File: src/rtl/vga_timing_gen.sv
// VGA pixel-timing generator: scan counters plus aligned blank/sync/frame strobes.
// Optional `VGA_TIMING_FRAME_CNT_EN adds a 16-bit frame counter output.
module vga_timing_gen #(
    parameter int   H_VISIBLE = 640,
    parameter int   H_FRONT   = 16,
    parameter int   H_SYNC    = 96,
    parameter int   H_BACK    = 48,
    parameter int   V_VISIBLE = 480,
    parameter int   V_FRONT   = 10,
    parameter int   V_SYNC    = 2,
    parameter int   V_BACK    = 33,
    parameter logic SYNC_POL  = 1'b0
) (
    input  logic        vga_clk,
    input  logic        reset,
    output logic [9:0]  DrawX,
    output logic [9:0]  DrawY,
    output logic        blank,
    output logic        hs,
    output logic        vs,
    output logic        sof,
    output logic        eof
`ifdef VGA_TIMING_FRAME_CNT_EN
    ,
    output logic [15:0] frame_cnt
`endif
);

    localparam int H_TOTAL = H_VISIBLE + H_FRONT + H_SYNC + H_BACK;
    localparam int V_TOTAL = V_VISIBLE + V_FRONT + V_SYNC + V_BACK;

    if ((H_TOTAL > 1024) || (V_TOTAL > 1024) ||
        (H_VISIBLE == 0) || (H_FRONT == 0) || (H_SYNC == 0) || (H_BACK == 0) ||
        (V_VISIBLE == 0) || (V_FRONT == 0) || (V_SYNC == 0) || (V_BACK == 0)) begin : g_param_check
        $error("vga_timing_gen: totals must be <= 1024 and every timing parameter non-zero");
    end

    localparam logic [9:0] H_LAST   = 10'(H_TOTAL - 1);
    localparam logic [9:0] V_LAST   = 10'(V_TOTAL - 1);
    localparam logic [9:0] H_VIS    = 10'(H_VISIBLE);
    localparam logic [9:0] V_VIS    = 10'(V_VISIBLE);
    localparam logic [9:0] HS_START = 10'(H_VISIBLE + H_FRONT);
    localparam logic [9:0] HS_END   = 10'(H_VISIBLE + H_FRONT + H_SYNC);
    localparam logic [9:0] VS_START = 10'(V_VISIBLE + V_FRONT);
    localparam logic [9:0] VS_END   = 10'(V_VISIBLE + V_FRONT + V_SYNC);
    localparam logic [9:0] X_EOF    = 10'(H_VISIBLE - 1);
    localparam logic [9:0] Y_EOF    = 10'(V_VISIBLE - 1);

    logic [9:0] x_r;
    logic [9:0] y_r;
    logic       blank_r;
    logic       hs_r;
    logic       vs_r;
    logic       sof_r;
    logic       eof_r;

    logic [9:0] x_nxt_s;
    logic [9:0] y_nxt_s;
    logic       blank_nxt_s;
    logic       hs_act_s;
    logic       vs_act_s;
    logic       sof_nxt_s;
    logic       eof_nxt_s;

    // Next scan position: x wraps at end of line, y advances on x wrap and wraps at end of frame.
    always_comb begin
        x_nxt_s = x_r;
        y_nxt_s = y_r;
        if (x_r == H_LAST) begin
            x_nxt_s = 10'd0;
            if (y_r == V_LAST) begin
                y_nxt_s = 10'd0;
            end else begin
                y_nxt_s = y_r + 10'd1;
            end
        end else begin
            x_nxt_s = x_r + 10'd1;
            y_nxt_s = y_r;
        end
    end

    // Qualifiers are decoded from the next position so they land in the same register stage as it.
    always_comb begin
        blank_nxt_s = (x_nxt_s < H_VIS) && (y_nxt_s < V_VIS);
        hs_act_s    = (x_nxt_s >= HS_START) && (x_nxt_s < HS_END);
        vs_act_s    = (y_nxt_s >= VS_START) && (y_nxt_s < VS_END);
        sof_nxt_s   = (x_nxt_s == 10'd0) && (y_nxt_s == 10'd0);
        eof_nxt_s   = (x_nxt_s == X_EOF) && (y_nxt_s == Y_EOF);
    end

    // Counter and qualifier registers; reset forces syncs inactive at once.
    always_ff @(posedge vga_clk or posedge reset) begin
        if (reset) begin
            x_r     <= 10'd0;
            y_r     <= 10'd0;
            blank_r <= 1'b0;
            hs_r    <= ~SYNC_POL;
            vs_r    <= ~SYNC_POL;
            sof_r   <= 1'b0;
            eof_r   <= 1'b0;
        end else begin
            x_r     <= x_nxt_s;
            y_r     <= y_nxt_s;
            blank_r <= blank_nxt_s;
            hs_r    <= hs_act_s ? SYNC_POL : ~SYNC_POL;
            vs_r    <= vs_act_s ? SYNC_POL : ~SYNC_POL;
            sof_r   <= sof_nxt_s;
            eof_r   <= eof_nxt_s;
        end
    end

    assign DrawX = x_r;
    assign DrawY = y_r;
    assign blank = blank_r;
    assign hs    = hs_r;
    assign vs    = vs_r;
    assign sof   = sof_r;
    assign eof   = eof_r;

`ifdef VGA_TIMING_FRAME_CNT_EN
    logic [15:0] frame_cnt_r;

    // Frame counter advances on the same edge that registers sof, wrapping naturally at 16 bits.
    always_ff @(posedge vga_clk or posedge reset) begin
        if (reset) begin
            frame_cnt_r <= 16'd0;
        end else if (sof_nxt_s) begin
            frame_cnt_r <= frame_cnt_r + 16'd1;
        end else begin
            frame_cnt_r <= frame_cnt_r;
        end
    end

    assign frame_cnt = frame_cnt_r;
`endif

endmodule

File: config.mk
export PLATFORM = sky130hd
export DESIGN_NAME = vga_timing_gen
export DESIGN_NICKNAME = d
export VERILOG_FILES = /design/src/rtl/vga_timing_gen.sv
export SDC_FILE = /design/constraint.sdc
export NUM_CORES = 1
export LEC_CHECK = 0
export CORE_MARGIN = 3
export CORE_UTILIZATION = 52
export CTS_CLUSTER_DIAMETER = 200
export DETAILED_ROUTE_END_ITERATION = 10
export GPL_TIMING_DRIVEN = 0
export PLACE_DENSITY_LB_ADDON = 0.05
export SLEW_MARGIN = 20
export SYNTH_ARGS = -nofsm -noshare
export SYNTH_HDL_FRONTEND = slang
export SYNTH_SLANG_ARGS = --single-unit
File: constraint.sdc
create_clock -name vga_clk -period 3.1 [get_ports vga_clk]
set_clock_uncertainty 0.15 [all_clocks]
set_input_delay 0.62 -clock vga_clk [delete_from_list [all_inputs] [get_ports vga_clk]]
set_output_delay 0.62 -clock vga_clk [all_outputs]
set_load 0.1 [all_outputs]
==> results of run 1 <==
==> final cells by class <==
class,count,area (um^2),share of cell area (%)
tap,31,38.79,2.065
multi-input combinational,122,830.8,44.24
buffer,10,55.05,2.931
inverter,10,37.54,1.999
timing repair buffer,26,260.3,13.86
clock inverter,1,5.005,0.2665
sequential,25,628.1,33.44
clock buffer,3,22.52,1.199
==> cell families (layout without fill, tap and decap cells) <==
logic type / Yosys count / in the layout / share of synthesized area (%)
AO/OA/AOI/OAI: 23 / 23 / 9.920
XOR/XNOR: 15 / 15 / 8.952
adder cells (fa/ha/maj): 4 / 4 / 3.226
buffers and inverters: 20 / 50 / 5.968
flip-flops: 25 / 25 / 40.48
multiplexers: 1 / 1 / 0.7258
AND/OR/NAND/NOR: 79 / 79 / 30.73
==> per-stage QoR <==
stage / hold WS, ns / util [%] / total power [W]
6_report: 0.3925 / 66.95 / 0.0004839
5_1_grt: 0.4474 / 66.95 / 0.0004998
4_1_cts: 0.3929 / 66.95 / 0.0004871
3_5_place_dp: 0.3694 / 65.97 / 0.0003401
3_3_place_gp: 0.3644 / 65.97 / 0.0003398
2_1_floorplan: 0.4958 / - / 0.0003371
==> cells in the mapped netlist, types with 3 or more instances <==
library cell	number
a21oi_1	3
and3_1	3
and4_1	4
buf_2	5
clkbuf_1	3
dfrtp_1	23
ha_1	4
inv_1	10
nand2_1	15
nand3_1	7
nand4_1	8
nor2_1	14
nor3_1	5
nor4b_1	4
o21ai_0	6
xnor2_1	8
xor2_1	6
==> worst paths after layout <==
| kind | start | endpoint | slack (ns) | depth (start not counted) |
|---|---|---|---|---|
| worst min register to register | DrawX[0] | DrawX[0] | 0.39 | 1 |
| min in group asynchronous | reset | eof | 0.64 | 2 |
| worst max-delay path | DrawX[8] | DrawX[8] | 0.31 | 1 |
| worst min-delay path | DrawX[0] | DrawX[0] | 0.39 | 1 |
| worst max register to register | DrawX[0] | eof | 0.51 | 8 |
| max in group asynchronous | reset | DrawX[4] | 1.59 | 2 |
==> report_power, final <==
| group | switching (W) | leakage (nW) | internal [W] | total [W] |
|---|---|---|---|---|
| Combinational | 0.00000617 | 0.442 | 0.00000116 | 0.00000732 |
| Clock | 0.000102 | 0.0177 | 0.0000483 | 0.000150 |
| Sequential | 0 | 0.323 | 0.000326 | 0.000326 |
| Total | 0.000108 | 0.783 | 0.000376 | 0.000484 |
==> cells in the final DEF, fill, tap and decap left out, types with 5 or more instances in the layout <==
master	count
buf_2	5
clkdlybuf4s50_1	26
dfrtp_1	23
inv_1	10
nand2_1	15
nand3_1	7
nand4_1	8
nor2_1	14
nor3_1	5
o21ai_0	6
xnor2_1	8
xor2_1	6
==> sequential cells by signal, indices dropped and copies added, names as in the netlist <==
name	cells
DrawX	10
DrawY	10
blank	1
eof	1
hs	1
sof	1
vs	1
==> metal layers <==
layer	part of all wire [%]	vias to the layer above	wire (um)	track usage, %
met2	46	38	1622	33.28
met4	0	0	0	3.715
li1	-	654	-	-
met1	48	631	1694	31.08
met5	0	-	0	0
met3	5.0	0	176	2.979
==> flow_metrics.py, run 1 <==
metrics = {
    "timing": {
        "rsz0062_at_grt": "false",
        "setup_violations": 0,
        "tightest_slew_ns": 0.9711,
        "finalCritPeriodShare_pct": 90.03,
        "worst_slack_ns": 0.3091,
        "slew_viol_final": 0,
        "period_needed_ns": 2.791,
        "finalHoldViolCount": 0,
        "setup_tns_ns": 0,
        "slew_headroom_pct": 35.06,
        "max_clock_freq_ghz": 0.3583,
    },
    "cts": {
        "cts_tree": "built",
        "post_cts_buffers": 0,
        "cts_max_level": 1,
        "clk_latency_ns": 0.32,
        "cts_root_buf": "clkbuf_4",
        "clockBufferDepth": 2,
        "path_clk_slew_ns": 0.14,
        "cts.sinks": 25,
        "hold_buffers": 0,
        "cts_resized": 0,
        "cts_made_buffers": 3,
    },
    "job": {
        "cap_violations": 0,
    },
    "logic_synthesis": {
        "synthTopCellsByArea": "dfrtp_1 37%, xnor2_1 4.5%, nand2_1 3.6%, dfstp_2 3.4%, nor2_1 3.4%",
        "synth_ff_type": "dfrtp_1",
        "yosysUniqueCellTypes": 50,
        "synthArstFlopShare_pct": 100.0,
        "syn_area_um2": 1551,
        "synth_area_leader_cell": "dfrtp_1",
        "yosysWarnings": 0,
        "avgSynthCellArea_um2": 9.290,
        "ys_seq_area_share_pct": 40.48,
        "ys_seq_elements": 25,
        "synth_cells": 167,
        "synth_top_area_share_pct": 37.10,
        "synth-edff-count": 0,
        "syn-num-nets": 173,
    },
    "grt": {
        "grt_pass1_wl_um": 5851,
        "grt_pass1_vias": 1256,
        "grt_max_degree": 26,
        "grt_overflow": 0,
        "antenna_found_initial": 0,
        "grt_usage_pct": 21.05,
    },
    "place": {
        "placed_cells": 224,
        "gp_congestion": 0.8950,
        "place_ws_ns": 0.4961,
        "numPortBuffers": 26,
        "place_area_um2": 1851,
        "hpwl_um": 2693,
    },
    "die": {
        "die_h_um": 60.62,
        "die_area_um2": 3675,
        "die_w_um": 60.62,
        "core_um2": 2805,
        "io_pins": 27,
        "rows": 19,
        "start_util_pct": 55.31,
    },
    "setup_path": {
        "critPathArrivalTime_ns": 2.02,
        "crit_family": "buffers and inverters",
        "critPathKind": "reg -> out",
        "crit_chain": "clkdlybuf4s50_1",
        "cp-start-kind": "flip-flop",
        "crit_fanout": 8,
        "required_ns": 2.33,
        "max_stage_delay_ns": 1.19,
        "crit_path_end_kind": "output pin",
        "path_buf_inv": 1,
        "crit_slowest_cell": "clkdlybuf4s50_1",
    },
    "final_layout": {
        "fillers": 251,
        "stdcell_area_um2": 1878,
        "nets": 204,
        "antenna_cells": 0,
        "drive_gt1_share_pct": 10.66,
        "fin_cells": 228,
        "areaGrowthSynthToFinish_pct": 21.05,
    },
    "drt": {
        "via_per_inst": 5.803,
        "detail_route.wl_per_cell_um": 15.32,
        "ant_nets": 0,
        "first_pass_iters": 4,
        "dr_total_vias": 1323,
        "drc_errors": 0,
        "wl_um": 3493,
        "drtIter0Drc": 34,
    },
    "pwr": {
        "power_leakage_nw": 0.7826,
        "vdd_drop_max_uv": 216.9,
        "p_per_area_nw_per_um2": 257.7,
    },
    "min_path": {
        "hp-class": "reg -> reg",
    },
    "status": {
        "status": "finished clean",
    },
}
(Power assumes the default switching activity.)
==> run 2: changes to the inputs <==
--- a/config.mk
+++ b/config.mk
@@ -6,11 +6,12 @@
 export NUM_CORES = 1
 export LEC_CHECK = 0
 export CORE_MARGIN = 3
-export CORE_UTILIZATION = 52
+export CORE_UTILIZATION = 61
 export CTS_CLUSTER_DIAMETER = 200
 export DETAILED_ROUTE_END_ITERATION = 10
+export DONT_BUFFER_PORTS = 1
 export GPL_TIMING_DRIVEN = 0
-export PLACE_DENSITY_LB_ADDON = 0.05
+export PLACE_DENSITY = 0.74
 export SLEW_MARGIN = 20
 export SYNTH_ARGS = -nofsm -noshare
 export SYNTH_HDL_FRONTEND = slang
==> run 2 against run 1 <==
Compared with the run above:
- sequential cell count unchanged
- sequential share of layout area rose by 6.1 points
- global-route usage grew 3.4 points
- highest routed layer is now met4
- critical path type is now reg -> reg
- hold slack worse by 0.18 ns
- largest cell class unchanged
==> flow_metrics.py, run 2 (synthesis gave the netlist of run 1 again) <==
metrics = {
    "final_layout": {
        "drive_gt1_share_pct": 17.54,
        "layout_commonest_cell": "nand2_1",
        "antenna_cells": 0,
        "most-common-layout-cells": "15 x nand2_1, 14 x dfrtp_1, 14 x nor2_1, 10 x inv_1",
        "fin_cells": 199,
        "fillers": 174,
        "final_core_util_pct": 70.32,
        "nets": 178,
        "areaGrowthSynthToFinish_pct": 5.080,
    },
    "timing": {
        "finalCritPeriodShare_pct": 94.91,
        "slew_viol_final": 0,
        "period_needed_ns": 2.942,
        "slew_headroom_pct": 31.15,
        "finalHoldViolCount": 0,
        "tightest_slew_ns": 1.033,
        "worst_slack_ns": 0.1579,
        "setup_tns_ns": 0,
        "rsz0062_at_grt": "false",
        "max_clock_freq_ghz": 0.3399,
        "setup_violations": 0,
    },
    "place": {
        "place_ws_ns": -0.1941,
        "placed_cells": 195,
        "hpwl_um": 2679,
        "numPortBuffers": 0,
        "gp_congestion": 0.8530,
    },
    "grt": {
        "grt_use_met1_pct": 32.80,
        "global_route.usage.met3_pct": 7.586,
        "grt_overflow": 0,
        "grt_pass1_vias": 1249,
        "grt_max_degree": 26,
        "grt_pass1_wl_um": 6141,
        "use_met2_pct": 39.93,
        "busiest_layer": "met2",
        "antenna_found_initial": 0,
        "grt_usage_pct": 24.48,
    },
    "drt": {
        "wl_um": 3519,
        "ant_nets": 0,
        "via_per_inst": 6.276,
        "first_pass_iters": 4,
        "dr_total_vias": 1249,
        "drc_errors": 0,
        "detail_route.wl_per_cell_um": 17.68,
        "drtIter0Drc": 45,
    },
    "die": {
        "core_um2": 2318,
        "die_h_um": 56.43,
        "rows": 17,
        "io_pins": 27,
        "die_area_um2": 3184,
        "start_util_pct": 66.92,
        "die_w_um": 56.43,
    },
    "cts": {
        "cts_tree": "built",
        "clk_latency_ns": 0.32,
        "clockBufferDepth": 2,
        "post_cts_buffers": 0,
        "cts_max_level": 1,
        "hold_buffers": 0,
        "cts.sinks": 25,
        "cts_root_buf": "clkbuf_4",
        "cts_made_buffers": 3,
        "path_clk_slew_ns": 0.13,
    },
    "pwr": {
        "clkPwrFrac_pct": 30.2,
        "p_switching_w": 0.0001012,
        "vdd_drop_max_uv": 237.7,
        "p_seq_share_pct": 68.5,
        "p_per_area_nw_per_um2": 291.9,
        "combinationalPowerShare_pct": 1.2,
        "p_int_w": 0.0003746,
        "p_sw_share_pct": 21.27,
        "power_leakage_nw": 0.6755,
        "total_power_w": 0.0004758,
    },
    "setup_path": {
        "critPathKind": "reg -> reg",
        "crit_fanout": 7,
        "cp-start-kind": "flip-flop",
        "critPathArrivalTime_ns": 3.02,
        "crit_path_end_kind": "flip-flop",
        "required_ns": 3.18,
    },
    "min_path": {
        "hp-class": "in -> async",
    },
    "job": {
        "cap_violations": 0,
    },
    "status": {
        "status": "finished clean",
    },
}
==> run 2: cell types whose count changed in the layout (fill, tap and decap cells not counted) <==
cell and change:
dfrtp_4 +2, dfrtp_1 -9, clkdlybuf4s50_1 -26, dfrtp_2 +7
==> run 2: cell type report <==
cell class	instances	area [um^2]	share of cell area, %
sequential	25	644.4	39.52
buffer	10	55.05	3.377
tap	28	35.03	2.149
multi-input combinational	122	830.8	50.96
inverter	10	37.54	2.302
clock inverter	1	5.005	0.3070
clock buffer	3	22.52	1.381
==> run 2: path summary, 6_finish.rpt <==
| check | start | end | slack [ns] | cells after the start |
|---|---|---|---|---|
| max in group asynchronous | reset | DrawX[1] | 1.93 | 1 |
| worst max register to register | DrawX[7] | sof | 0.16 | 6 |
| worst min-delay path | reset | DrawY[9] | 0.21 | 1 |
| worst min register to register | DrawX[0] | DrawX[0] | 0.64 | 1 |
| worst max-delay path | DrawX[7] | sof | 0.16 | 6 |
| min in group vga_clk | DrawX[0] | DrawX[0] | 0.64 | 1 |
==> run 2: metrics by stage <==
stage / hold WS (ns) / instance area, um^2
after floorplan: 0.4958 / 1551
after global placement: 0.5887 / 1587
after detailed placement: 0.6066 / 1587
after CTS: 0.2470 / 1624
after global routing: 0.2696 / 1630
final: 0.2142 / 1630
==> run 2: metal layers <==
metal,vias up,wire (um),share of wire (%)
li1,603,-,-
met3,5,238,6.8
met4,0,21,0.60
met1,592,1612,46
met2,49,1647,47
met5,-,0,0
==> run 2: power by group through the flow <==
| stage | registers, W | logic, W | clock network [W] |
|---|---|---|---|
| 6_report | 0.000326 | 0.00000593 | 0.000144 |
| 5_1_grt | 0.000326 | 0.00000725 | 0.000164 |
| 2_1_floorplan | 0.000332 | 0.00000483 | 0 |
| 3_3_place_gp | 0.000332 | 0.00000619 | 0 |
| 4_1_cts | 0.000326 | 0.00000636 | 0.000146 |
| 3_5_place_dp | 0.000332 | 0.00000646 | 0 |
==> run 2: timing repair <==
action / 4_1_cts / 5_1_grt
pin swaps: 0 / 0
gates resized for setup: 8 / 3
setup endpoints to repair: 4 / 3
==> run 2: critical path, stage by stage (launching register included) <==
cell      delay (ns)
dfrtp_1         0.79
nand3b_1        0.53
or4_1           0.64
nor3_1          0.17
a21oi_1         0.11
a31o_1          0.29
and4_1          0.15
